File: config.mk
export PLATFORM = sky130hd
export DESIGN_NAME = regfile_seq_flat
export DESIGN_NICKNAME = d
export VERILOG_FILES = /design/src/rtl/regfile_seq_pkg.sv /design/src/rtl/regfile_seq_if.sv /design/src/rtl/regfile_seq_outbuf.sv /design/src/rtl/regfile_seq.sv /design/src/flat_wrapper.sv
export SDC_FILE = /design/constraint.sdc
export NUM_CORES = 1
export LEC_CHECK = 0
export CORE_MARGIN = 3
export CORE_UTILIZATION = 50
export CTS_BUF_LIST = sky130_fd_sc_hd__clkbuf_16
export DETAILED_ROUTE_END_ITERATION = 16
export PLACE_DENSITY = 0.91
export SYNTH_ARGS = -nofsm -noshare
export SYNTH_HDL_FRONTEND = slang
export SYNTH_HIERARCHICAL = 1
export SYNTH_SLANG_ARGS = --single-unit
File: constraint.sdc
create_clock -name Clk -period 4 [get_ports Clk]
set_clock_uncertainty 0.2 [all_clocks]
set_input_delay 0.8 -clock Clk [delete_from_list [all_inputs] [get_ports Clk]]
set_output_delay 0.8 -clock Clk [all_outputs]
set_load 0.05 [all_outputs]
File: src/rtl/regfile_seq_pkg.sv
// Shared encodings and default geometry for the register-file command sequencer.
package regfile_seq_pkg;

    localparam int DEF_DATA_W   = 64;
    localparam int DEF_ADDR_W   = 5;
    localparam int DEF_ZERO_REG = 31;
    localparam int COUNT_W      = 6;

    localparam logic [1:0] OP_FILL = 2'd0;
    localparam logic [1:0] OP_DUMP = 2'd1;
    localparam logic [1:0] OP_COPY = 2'd2;

    typedef enum logic [2:0] {
        S_IDLE,
        S_FILL,
        S_DUMP,
        S_COPY,
        S_DONE
    } state_t;

endpackage

File: src/rtl/regfile_seq_if.sv
// Command, register-file port and dump-stream signals of the sequencer, plus its state for observation.
interface regfile_seq_if
    import regfile_seq_pkg::*;
#(
    parameter int DATA_W = DEF_DATA_W,
    parameter int ADDR_W = DEF_ADDR_W
);
    // Valid/ready: a transfer happens on a posedge where both are high; once valid
    // is raised its payload stays stable and valid stays high until that transfer.
    logic                CmdValid;
    logic                CmdReady;
    logic [1:0]          CmdOp;
    logic [ADDR_W-1:0]   CmdStart;
    logic [ADDR_W-1:0]   CmdDst;
    logic [COUNT_W-1:0]  CmdCount;
    logic [DATA_W-1:0]   CmdSeed;
    logic [DATA_W-1:0]   CmdStride;

    logic [ADDR_W-1:0]   RA;
    logic [ADDR_W-1:0]   RB;
    logic [DATA_W-1:0]   BusA;
    logic [DATA_W-1:0]   BusB;
    logic [ADDR_W-1:0]   RW;
    logic [DATA_W-1:0]   BusW;
    logic                RegWr;

    logic                OutValid;
    logic                OutReady;
    logic [DATA_W-1:0]   OutData;
    logic [ADDR_W-1:0]   OutAddr;
    logic                OutLast;

    logic                Busy;
    logic                Done;
    state_t              DbgState;

    modport master (
        input  CmdValid, CmdOp, CmdStart, CmdDst, CmdCount, CmdSeed, CmdStride,
        input  BusA, BusB, OutReady,
        output CmdReady, RA, RB, RW, BusW, RegWr,
        output OutValid, OutData, OutAddr, OutLast, Busy, Done, DbgState
    );

    modport slave (
        output CmdValid, CmdOp, CmdStart, CmdDst, CmdCount, CmdSeed, CmdStride,
        output BusA, BusB, OutReady,
        input  CmdReady, RA, RB, RW, BusW, RegWr,
        input  OutValid, OutData, OutAddr, OutLast, Busy, Done, DbgState
    );

endinterface

File: src/rtl/regfile_seq_outbuf.sv
// One-entry ready/valid output register; payload holds while valid and not ready.
module regfile_seq_outbuf #(
    parameter int DATA_W = 64,
    parameter int ADDR_W = 5
) (
    input  logic              clk_i,
    input  logic              rst_ni,
    input  logic              load_i,
    input  logic [DATA_W-1:0] data_i,
    input  logic [ADDR_W-1:0] addr_i,
    input  logic              last_i,
    input  logic              ready_i,
    output logic              valid_o,
    output logic [DATA_W-1:0] data_o,
    output logic [ADDR_W-1:0] addr_o,
    output logic              last_o
);

    logic              valid_q, valid_d;
    logic [DATA_W-1:0] data_q, data_d;
    logic [ADDR_W-1:0] addr_q, addr_d;
    logic              last_q, last_d;

    // The parent only loads when the entry is empty or being consumed this cycle.
    always_comb begin
        valid_d = valid_q;
        data_d  = data_q;
        addr_d  = addr_q;
        last_d  = last_q;
        if (load_i) begin
            valid_d = 1'b1;
            data_d  = data_i;
            addr_d  = addr_i;
            last_d  = last_i;
        end else if (ready_i) begin
            valid_d = 1'b0;
        end
    end

    always_ff @(posedge clk_i or negedge rst_ni) begin
        if (!rst_ni) begin
            valid_q <= 1'b0;
            data_q  <= '0;
            addr_q  <= '0;
            last_q  <= 1'b0;
        end else begin
            valid_q <= valid_d;
            data_q  <= data_d;
            addr_q  <= addr_d;
            last_q  <= last_d;
        end
    end

    assign valid_o = valid_q;
    assign data_o  = data_q;
    assign addr_o  = addr_q;
    assign last_o  = last_q;

endmodule

File: src/rtl/regfile_seq.sv
// Command-driven sequencer that fills, dumps or copies ranges of the 32x64 register file.
module regfile_seq
    import regfile_seq_pkg::*;
#(
    parameter int DATA_W   = DEF_DATA_W,
    parameter int ADDR_W   = DEF_ADDR_W,
    parameter int ZERO_REG = DEF_ZERO_REG
) (
    input  logic          Clk,
    input  logic          ResetN,
    regfile_seq_if.master bus
);

    localparam logic [ADDR_W-1:0] ZR = ADDR_W'(ZERO_REG);

    state_t              state_q, state_d;
    logic [COUNT_W-1:0]  k_q, k_d;
    logic [DATA_W-1:0]   acc_q, acc_d;
    logic [ADDR_W-1:0]   rw_q, rw_d;
    logic [DATA_W-1:0]   busw_q, busw_d;
    logic                regwr_q, regwr_d;
    logic [ADDR_W-1:0]   start_q, dst_q;
    logic [COUNT_W-1:0]  count_q;
    logic [DATA_W-1:0]   stride_q;

    logic [ADDR_W-1:0]   src_idx, dst_idx;
    logic                accept, last_k, dump_load;
    logic                out_valid, out_last;

    assign src_idx   = start_q + ADDR_W'(k_q);
    assign dst_idx   = dst_q + ADDR_W'(k_q);
    assign accept    = bus.CmdValid && (state_q == S_IDLE);
    assign last_k    = ((k_q + COUNT_W'(1)) == count_q);
    assign dump_load = (state_q == S_DUMP) && (k_q != count_q) && (!out_valid || bus.OutReady);

    always_comb begin
        state_d = state_q;
        k_d     = k_q;
        acc_d   = acc_q;
        rw_d    = rw_q;
        busw_d  = busw_q;
        regwr_d = 1'b0;
        case (state_q)
            S_IDLE: begin
                if (bus.CmdValid) begin
                    k_d   = '0;
                    acc_d = bus.CmdSeed;
                    if (bus.CmdCount == '0) begin
                        state_d = S_DONE;
                    end else begin
                        case (bus.CmdOp)
                            OP_FILL: state_d = S_FILL;
                            OP_DUMP: state_d = S_DUMP;
                            OP_COPY: state_d = S_COPY;
                            default: state_d = S_DONE;
                        endcase
                    end
                end
            end
            S_FILL: begin
                k_d   = k_q + COUNT_W'(1);
                acc_d = acc_q + stride_q;
                if (last_k) state_d = S_DONE;
            end
            S_DUMP: begin
                if (dump_load) k_d = k_q + COUNT_W'(1);
                if (out_valid && bus.OutReady && out_last) state_d = S_DONE;
            end
            S_COPY: begin
                // k == count is a drain cycle so the final registered write lands before DONE.
                if (k_q != count_q) begin
                    rw_d    = dst_idx;
                    busw_d  = bus.BusA;
                    regwr_d = (dst_idx != ZR);
                    k_d     = k_q + COUNT_W'(1);
                end else begin
                    state_d = S_DONE;
                end
            end
            S_DONE:  state_d = S_IDLE;
            default: state_d = S_IDLE;
        endcase
    end

    always_ff @(posedge Clk or negedge ResetN) begin
        if (!ResetN) begin
            state_q  <= S_IDLE;
            k_q      <= '0;
            acc_q    <= '0;
            rw_q     <= '0;
            busw_q   <= '0;
            regwr_q  <= 1'b0;
            start_q  <= '0;
            dst_q    <= '0;
            count_q  <= '0;
            stride_q <= '0;
        end else begin
            state_q <= state_d;
            k_q     <= k_d;
            acc_q   <= acc_d;
            rw_q    <= rw_d;
            busw_q  <= busw_d;
            regwr_q <= regwr_d;
            if (accept) begin
                start_q  <= bus.CmdStart;
                dst_q    <= bus.CmdDst;
                count_q  <= bus.CmdCount;
                stride_q <= bus.CmdStride;
            end
        end
    end

    regfile_seq_outbuf #(
        .DATA_W (DATA_W),
        .ADDR_W (ADDR_W)
    ) u_outbuf (
        .clk_i   (Clk),
        .rst_ni  (ResetN),
        .load_i  (dump_load),
        .data_i  (bus.BusA),
        .addr_i  (src_idx),
        .last_i  (last_k),
        .ready_i (bus.OutReady),
        .valid_o (out_valid),
        .data_o  (bus.OutData),
        .addr_o  (bus.OutAddr),
        .last_o  (out_last)
    );

    // FILL writes are presented combinationally; COPY writes come from the registered path.
    assign bus.RegWr    = (state_q == S_FILL) ? (src_idx != ZR) : regwr_q;
    assign bus.RW       = (state_q == S_FILL) ? src_idx : rw_q;
    assign bus.BusW     = (state_q == S_FILL) ? acc_q : busw_q;
    assign bus.RA       = ((state_q == S_DUMP) || (state_q == S_COPY)) ? src_idx : '0;
    assign bus.RB       = ZR;
    assign bus.OutValid = out_valid;
    assign bus.OutLast  = out_last;
    assign bus.CmdReady = (state_q == S_IDLE);
    assign bus.Busy     = (state_q != S_IDLE);
    assign bus.Done     = (state_q == S_DONE);
    assign bus.DbgState = state_q;

endmodule
File: src/flat_wrapper.sv
// flat-port wrapper written by rule: the top's interface ports become plain ports
module regfile_seq_flat import regfile_seq_pkg::*;
#(
    parameter int DATA_W   = DEF_DATA_W,
    parameter int ADDR_W   = DEF_ADDR_W,
    parameter int ZERO_REG = DEF_ZERO_REG
)
  (Clk, ResetN, bus_CmdValid, bus_CmdOp, bus_CmdStart, bus_CmdDst, bus_CmdCount, bus_CmdSeed, bus_CmdStride, bus_BusA, bus_BusB, bus_OutReady, bus_CmdReady, bus_RA, bus_RB, bus_RW, bus_BusW, bus_RegWr, bus_OutValid, bus_OutData, bus_OutAddr, bus_OutLast, bus_Busy, bus_Done, bus_DbgState);
  regfile_seq_if #(.DATA_W(DATA_W), .ADDR_W(ADDR_W)) bus_i ();
  input  logic Clk;
  input  logic ResetN;
  input wire logic [$bits(bus_i.CmdValid)-1:0] bus_CmdValid;
  input wire logic [$bits(bus_i.CmdOp)-1:0] bus_CmdOp;
  input wire logic [$bits(bus_i.CmdStart)-1:0] bus_CmdStart;
  input wire logic [$bits(bus_i.CmdDst)-1:0] bus_CmdDst;
  input wire logic [$bits(bus_i.CmdCount)-1:0] bus_CmdCount;
  input wire logic [$bits(bus_i.CmdSeed)-1:0] bus_CmdSeed;
  input wire logic [$bits(bus_i.CmdStride)-1:0] bus_CmdStride;
  input wire logic [$bits(bus_i.BusA)-1:0] bus_BusA;
  input wire logic [$bits(bus_i.BusB)-1:0] bus_BusB;
  input wire logic [$bits(bus_i.OutReady)-1:0] bus_OutReady;
  output wire logic [$bits(bus_i.CmdReady)-1:0] bus_CmdReady;
  output wire logic [$bits(bus_i.RA)-1:0] bus_RA;
  output wire logic [$bits(bus_i.RB)-1:0] bus_RB;
  output wire logic [$bits(bus_i.RW)-1:0] bus_RW;
  output wire logic [$bits(bus_i.BusW)-1:0] bus_BusW;
  output wire logic [$bits(bus_i.RegWr)-1:0] bus_RegWr;
  output wire logic [$bits(bus_i.OutValid)-1:0] bus_OutValid;
  output wire logic [$bits(bus_i.OutData)-1:0] bus_OutData;
  output wire logic [$bits(bus_i.OutAddr)-1:0] bus_OutAddr;
  output wire logic [$bits(bus_i.OutLast)-1:0] bus_OutLast;
  output wire logic [$bits(bus_i.Busy)-1:0] bus_Busy;
  output wire logic [$bits(bus_i.Done)-1:0] bus_Done;
  output wire logic [$bits(bus_i.DbgState)-1:0] bus_DbgState;
  assign bus_i.CmdValid = bus_CmdValid;
  assign bus_i.CmdOp = bus_CmdOp;
  assign bus_i.CmdStart = bus_CmdStart;
  assign bus_i.CmdDst = bus_CmdDst;
  assign bus_i.CmdCount = bus_CmdCount;
  assign bus_i.CmdSeed = bus_CmdSeed;
  assign bus_i.CmdStride = bus_CmdStride;
  assign bus_i.BusA = bus_BusA;
  assign bus_i.BusB = bus_BusB;
  assign bus_i.OutReady = bus_OutReady;
  assign bus_CmdReady = bus_i.CmdReady;
  assign bus_RA = bus_i.RA;
  assign bus_RB = bus_i.RB;
  assign bus_RW = bus_i.RW;
  assign bus_BusW = bus_i.BusW;
  assign bus_RegWr = bus_i.RegWr;
  assign bus_OutValid = bus_i.OutValid;
  assign bus_OutData = bus_i.OutData;
  assign bus_OutAddr = bus_i.OutAddr;
  assign bus_OutLast = bus_i.OutLast;
  assign bus_Busy = bus_i.Busy;
  assign bus_Done = bus_i.Done;
  assign bus_DbgState = bus_i.DbgState;
  regfile_seq #(.DATA_W(DATA_W), .ADDR_W(ADDR_W), .ZERO_REG(ZERO_REG)) u_core (.Clk(Clk), .ResetN(ResetN), .bus(bus_i));
endmodule
* Word-level counts from Yosys, hierarchy flattened *
Cells that the tools add are included.

operators by class
  add/sub/neg operators = 4
  eq/ne operators = 16
  mux-type cells = 21
  reduce and logical (&&, ||, !) cells = 19

operators by type and width
  cell                   count
  $mux W64               2
  $pmux W64 S2           1
  $add A64 B64 Y64       1
  $pmux W6 S4            1
  $mux W6                3
  $mux W3                5
  $pmux W3 S4            1
  $add A5 B5 Y5          2
  $mux W5                2
  $ne A5 B5 Y1 const B   2
  $pmux W3 S3            1
  $reduce_and A4 Y1      2
  $add A6 B1 Y6 const B  1
  $eq A3 B2 Y1 const B   2
  $eq A6 B6 Y1           1
  $logic_not A6 Y1       1
  $ne A2 B1 Y1 const B   3
  $ne A2 B2 Y1 const B   3
  $ne A6 B6 Y1           1
  $logic_and A1 B1 Y1    5
  $mux W1                5
  $reduce_and A2 Y1      2
  $reduce_bool A2 Y1     2
  $reduce_bool A4 Y1     1
  9 further kinds        10

word-level totals
  register bits = 294
  input bits = 278
  word-level logic and storage cells = 74

* Longest topological paths before layout *
  depth after elaboration = 5
  mapped depth = 12

* By module *
The synthesis kept the hierarchy.

by module, submodules not included
  module              times used  cells an instance  area each (sq um)
  regfile_seq         1           1,738              14,047.2
  regfile_seq_outbuf  1           151                2,986.6

* Worst setup path after synthesis *
OpenSTA, ideal clock, no wires.

  kind = reg2out
  start = register u_core.k_q[0]
  end = output bus_RegWr
  data arrival time = 2.756 ns
  required time = 3.000 ns
  path slack = 0.244 ns
  stages on the path, launching flop included = 8
  buffers on the path = 0
  cells stage by stage = dfrtp_1 > ha_1 > fa_1 > a21o_1 > a21oi_1 > xnor2_1 > nor3_1 > o21ai_0

between the ends
  longest elaborated chain between the ends = 3

RTL lines
  item                    line                text
  from (decl)             regfile_seq.sv:17   logic [COUNT_W-1:0] k_q, k_d;
  from (signal assigned)  regfile_seq.sv:99   k_q <= k_d;
  $add A5 B5 Y5           regfile_seq.sv:30   assign src_idx = start_q + ADDR_W'(k_q);
  $ne A5 B5 Y1            regfile_seq.sv:131  assign bus.RegWr = (state_q == S_FILL) ? (src_idx != ZR) : regwr_q;
  $mux W1                 regfile_seq.sv:131
  to (decl)               flat_wrapper.sv:27  output wire logic [$bits(bus_i.RegWr)-1:0] bus_RegWr;

No other way between the ends.

* Worst setup path in the final report *
  start = register u_core.state_q[0] (netlist: u_core/bus.DbgState[0])
  end = output bus_BusW[8]

between the ends
  longest elaborated chain between the ends = 2

RTL lines
  item                    line                text
  from (decl)             regfile_seq.sv:16   state_t state_q, state_d;
  from (signal assigned)  regfile_seq.sv:98   state_q <= state_d;
  $eq A3 B1 Y1            regfile_seq.sv:133  assign bus.BusW = (state_q == S_FILL) ? acc_q : busw_q;
  $mux W64                regfile_seq.sv:133
  to (decl)               flat_wrapper.sv:26  output wire logic [$bits(bus_i.BusW)-1:0] bus_BusW;

No other way between the ends.

==> out/metrics.cfg <==
[clock_network]
htreeDepth=2
cts_buffer_depth=3
numCtsBuffers=35
cts.hold.buffers_added=0
cts_sinks=294
cts_tree=yes
clock_latency_ns=0.51
clkTransAtPathRegs_ns=0.06
root_buffer=clkbuf_16

[die]
ios=435
start_util_pct=51.6
die-area_um2=36300
core-area_um2=33000
die_w_um=191
die_h_um=191
rows=66

[timing]
min_period_ns=3.91
maxSlewViolCount=0
post-route-period-util_pct=97.8
fmaxAchievable_mhz=256
timing.final.ws_setup_ns=0.0868
tightest_slew_ns=0.830
finalHoldViolCount=0
setup_viol=0
max-slew-margin-rel_pct=44.7

[synth]
ys_ff_latch=294
synth_commonest_cells=nand2_1 (629), dfrtp_1 (294), a21oi_1 (96)
synth.most_common_cell=nand2_1
syn_area_per_cell_um2=9.02
yosys.area.top_type=dfrtp_1
syn-cell-area_um2=17000
synth_edf_count=0
yosysTopAreaCellShare_pct=43.2
async_flop_share_pct=100
yosys_warnings=6
syn_inst=1889
synth_cell_types=68
synth-seq-area-share_pct=43.2
ys_top_cells_by_area=dfrtp_1 (43%), nand2_1 (14%), mux2_4 (6.1%)
synth_flop_cell=dfrtp_1

[worst_setup_path]
rr_worst_depth=13
critPathKind=register to output port
rr_endpoint=u_core/acc_q[60]$_DFFE_PN0P_
setup.worst_path.start_class=register
worst-path-max-fanout=25
rrSetupSlack_ns=0.17
r2r_start=u_core/acc_q[0]$_DFFE_PN0P_
end_kind=output port
worstPathArrival_ns=2.91
cp.required_ns=3.00

[global_route]
use_met3_pct=6.80
grt_pass1_vias=16000
grt_first_pass_wirelength_mm=83.4
grtUsageMet1_pct=34.9
grt_antenna_before_repair=4
grt_util_all_layers_pct=28.2
top_usage_layer=met2
grt_max_degree=101
met2_usage_pct=48.3
grt_overflow_total=0

[detailed_routing]
ant_nets=0
first_pass_iters=6
drt_iter0_drc=1222
wl_mm=52.2
wl_per_cell_um=19.4
viasPerCell=5.74
vias=15400
drc=0

[placement]
dp_hpwl_mm=37.3
port_buffers=365
dp_slack_ns=0.0721
routabilityCongestion=0.936

[layout]
synthToLayoutAreaGrowth_pct=29.9
final_layout_size_suffix_gt1_share_pct=12.2
layout.nets=2579

[outcome]
status=finished, final reports clean

[job]
maxCapViolCount=0

[min_path]
holdCritPathClass=primary input to async pin

[repair_timing]
action	CTS	global route
setup endpoints to repair	3	29
setup buffers	0	2
pin swaps	0	2
gates cloned	0	1
gates resized for setup	3	8
[worst max-delay path: stages, from the launching register on]
cell,delay (ns)
dfrtp_1,0.48
inv_1,0.22
or3_2,0.78
nand2_1,0.16
nand2_1,0.06
clkdlybuf4s50_1,0.70
[state kept, by name (all words and copies together) (netlist names)]
signal                   flops
u_core/rw_q                  5
u_core/dst_q                 5
u_core/k_q                   6
u_core/stride_q             64
u_core/u_outbuf/data_o      64
u_core/regwr_q               1
u_core/start_q               5
u_core/u_outbuf/last_o       1
u_core/u_outbuf/valid_o      1
u_core/bus.DbgState          3
u_core/u_outbuf/addr_o       5
u_core/busw_q               64
u_core/acc_q                64
u_core/count_q               6
[cell type report]
class / instances / area, µm²
Antenna cell: 4 / 10.0
Clock buffer: 35 / 876
Clock inverter: 24 / 195
Fill cell: 2407 / 10900
Inverter: 28 / 105
Multi-Input combinational cell: 1467 / 9100
Sequential cell: 294 / 7360
Tap cell: 442 / 553
Timing Repair Buffer: 397 / 3930
[logic make-up (layout without fill, tap and decap cells)]
family	count (synthesis)	after routing	share of synthesized area, %
AO/OA/AOI/OAI	317	317	12.0
XOR/XNOR	79	79	4.14
adder cells (fa/ha/maj)	78	78	5.86
buffers and inverters	133	484	3.78
flip-flops	294	294	43.2
multiplexers	142	142	10.9
other	1	9	0.0220
AND/OR/NAND/NOR	845	846	20.1
[stage by stage]
| stage | setup TNS [ns] | instances | util, % | cell area, µm² | hold WS, ns |
|---|---|---|---|---|---|
| floorplan | 0 | 1893 | - | 17000 | 0.250 |
| global placement | 0 | 2625 | 63.6 | 21000 | 0.261 |
| detailed placement | 0 | 2625 | 63.6 | 21000 | 0.269 |
| CTS | 0 | 2684 | 66.8 | 22100 | 0.161 |
| global route | -0.117 | 2690 | 67.0 | 22100 | 0.192 |
| finish | 0 | 2691 | 67.0 | 22100 | 0.146 |
[cell usage in the layout (no fill, tap or decap), types with 5 or more instances in the layout]
cell               n
a21o_1            44
a21oi_1           96
a31oi_1           49
and2_1             9
and3_1            15
buf_12             9
buf_4             60
clkbuf_16         35
clkdlybuf4s50_1  319
clkinv_1           6
conb_1             5
dfrtp_1          294
ha_1              75
inv_1             36
mux2_2            69
mux2_4            69
nand2_1          628
nand2b_1           5
nand3_1           28
nand4_1           18
nor2_1            94
nor2b_1            6
nor3_1            17
o21a_1             6
o21ai_0           52
o21bai_1          21
or3_1              8
xnor2_1           49
xor2_1            29
[layer usage]
metal	up-vias	part of all wire [%]	wire length, µm
met5	-	0.025	13
met4	2	3.3	1720
met3	132	9.0	4690
met2	752	49	25600
met1	7491	39	20200
li1	7058	-	-
[how the worst max path moves through the flow]
stage / from / end / slack, ns / cells past startpoint
2_1_floorplan: u_core/k_q[0]$_DFFE_PN0P_ / bus_RegWr / 0.24 / 7
3_3_place_gp: u_core/acc_q[0]$_DFFE_PN0P_ / u_core/acc_q[60]$_DFFE_PN0P_ / 0.1 / 12
3_5_place_dp: u_core/acc_q[0]$_DFFE_PN0P_ / u_core/acc_q[60]$_DFFE_PN0P_ / 0.07 / 12
4_1_cts: u_core/bus.DbgState[0]$_DFFE_PN0P_ / bus_RW[0] / 0.0007 / 4
5_1_grt: u_core/acc_q[0]$_DFFE_PN0P_ / u_core/acc_q[60]$_DFFE_PN0P_ / -0.11 / 13
6_report: u_core/bus.DbgState[0]$_DFFE_PN0P_ / bus_BusW[8] / 0.09 / 5
Power is left out: the tool's default activity adds up to more than one toggle a clock period on the data nets, which glitch-free logic cannot reach.
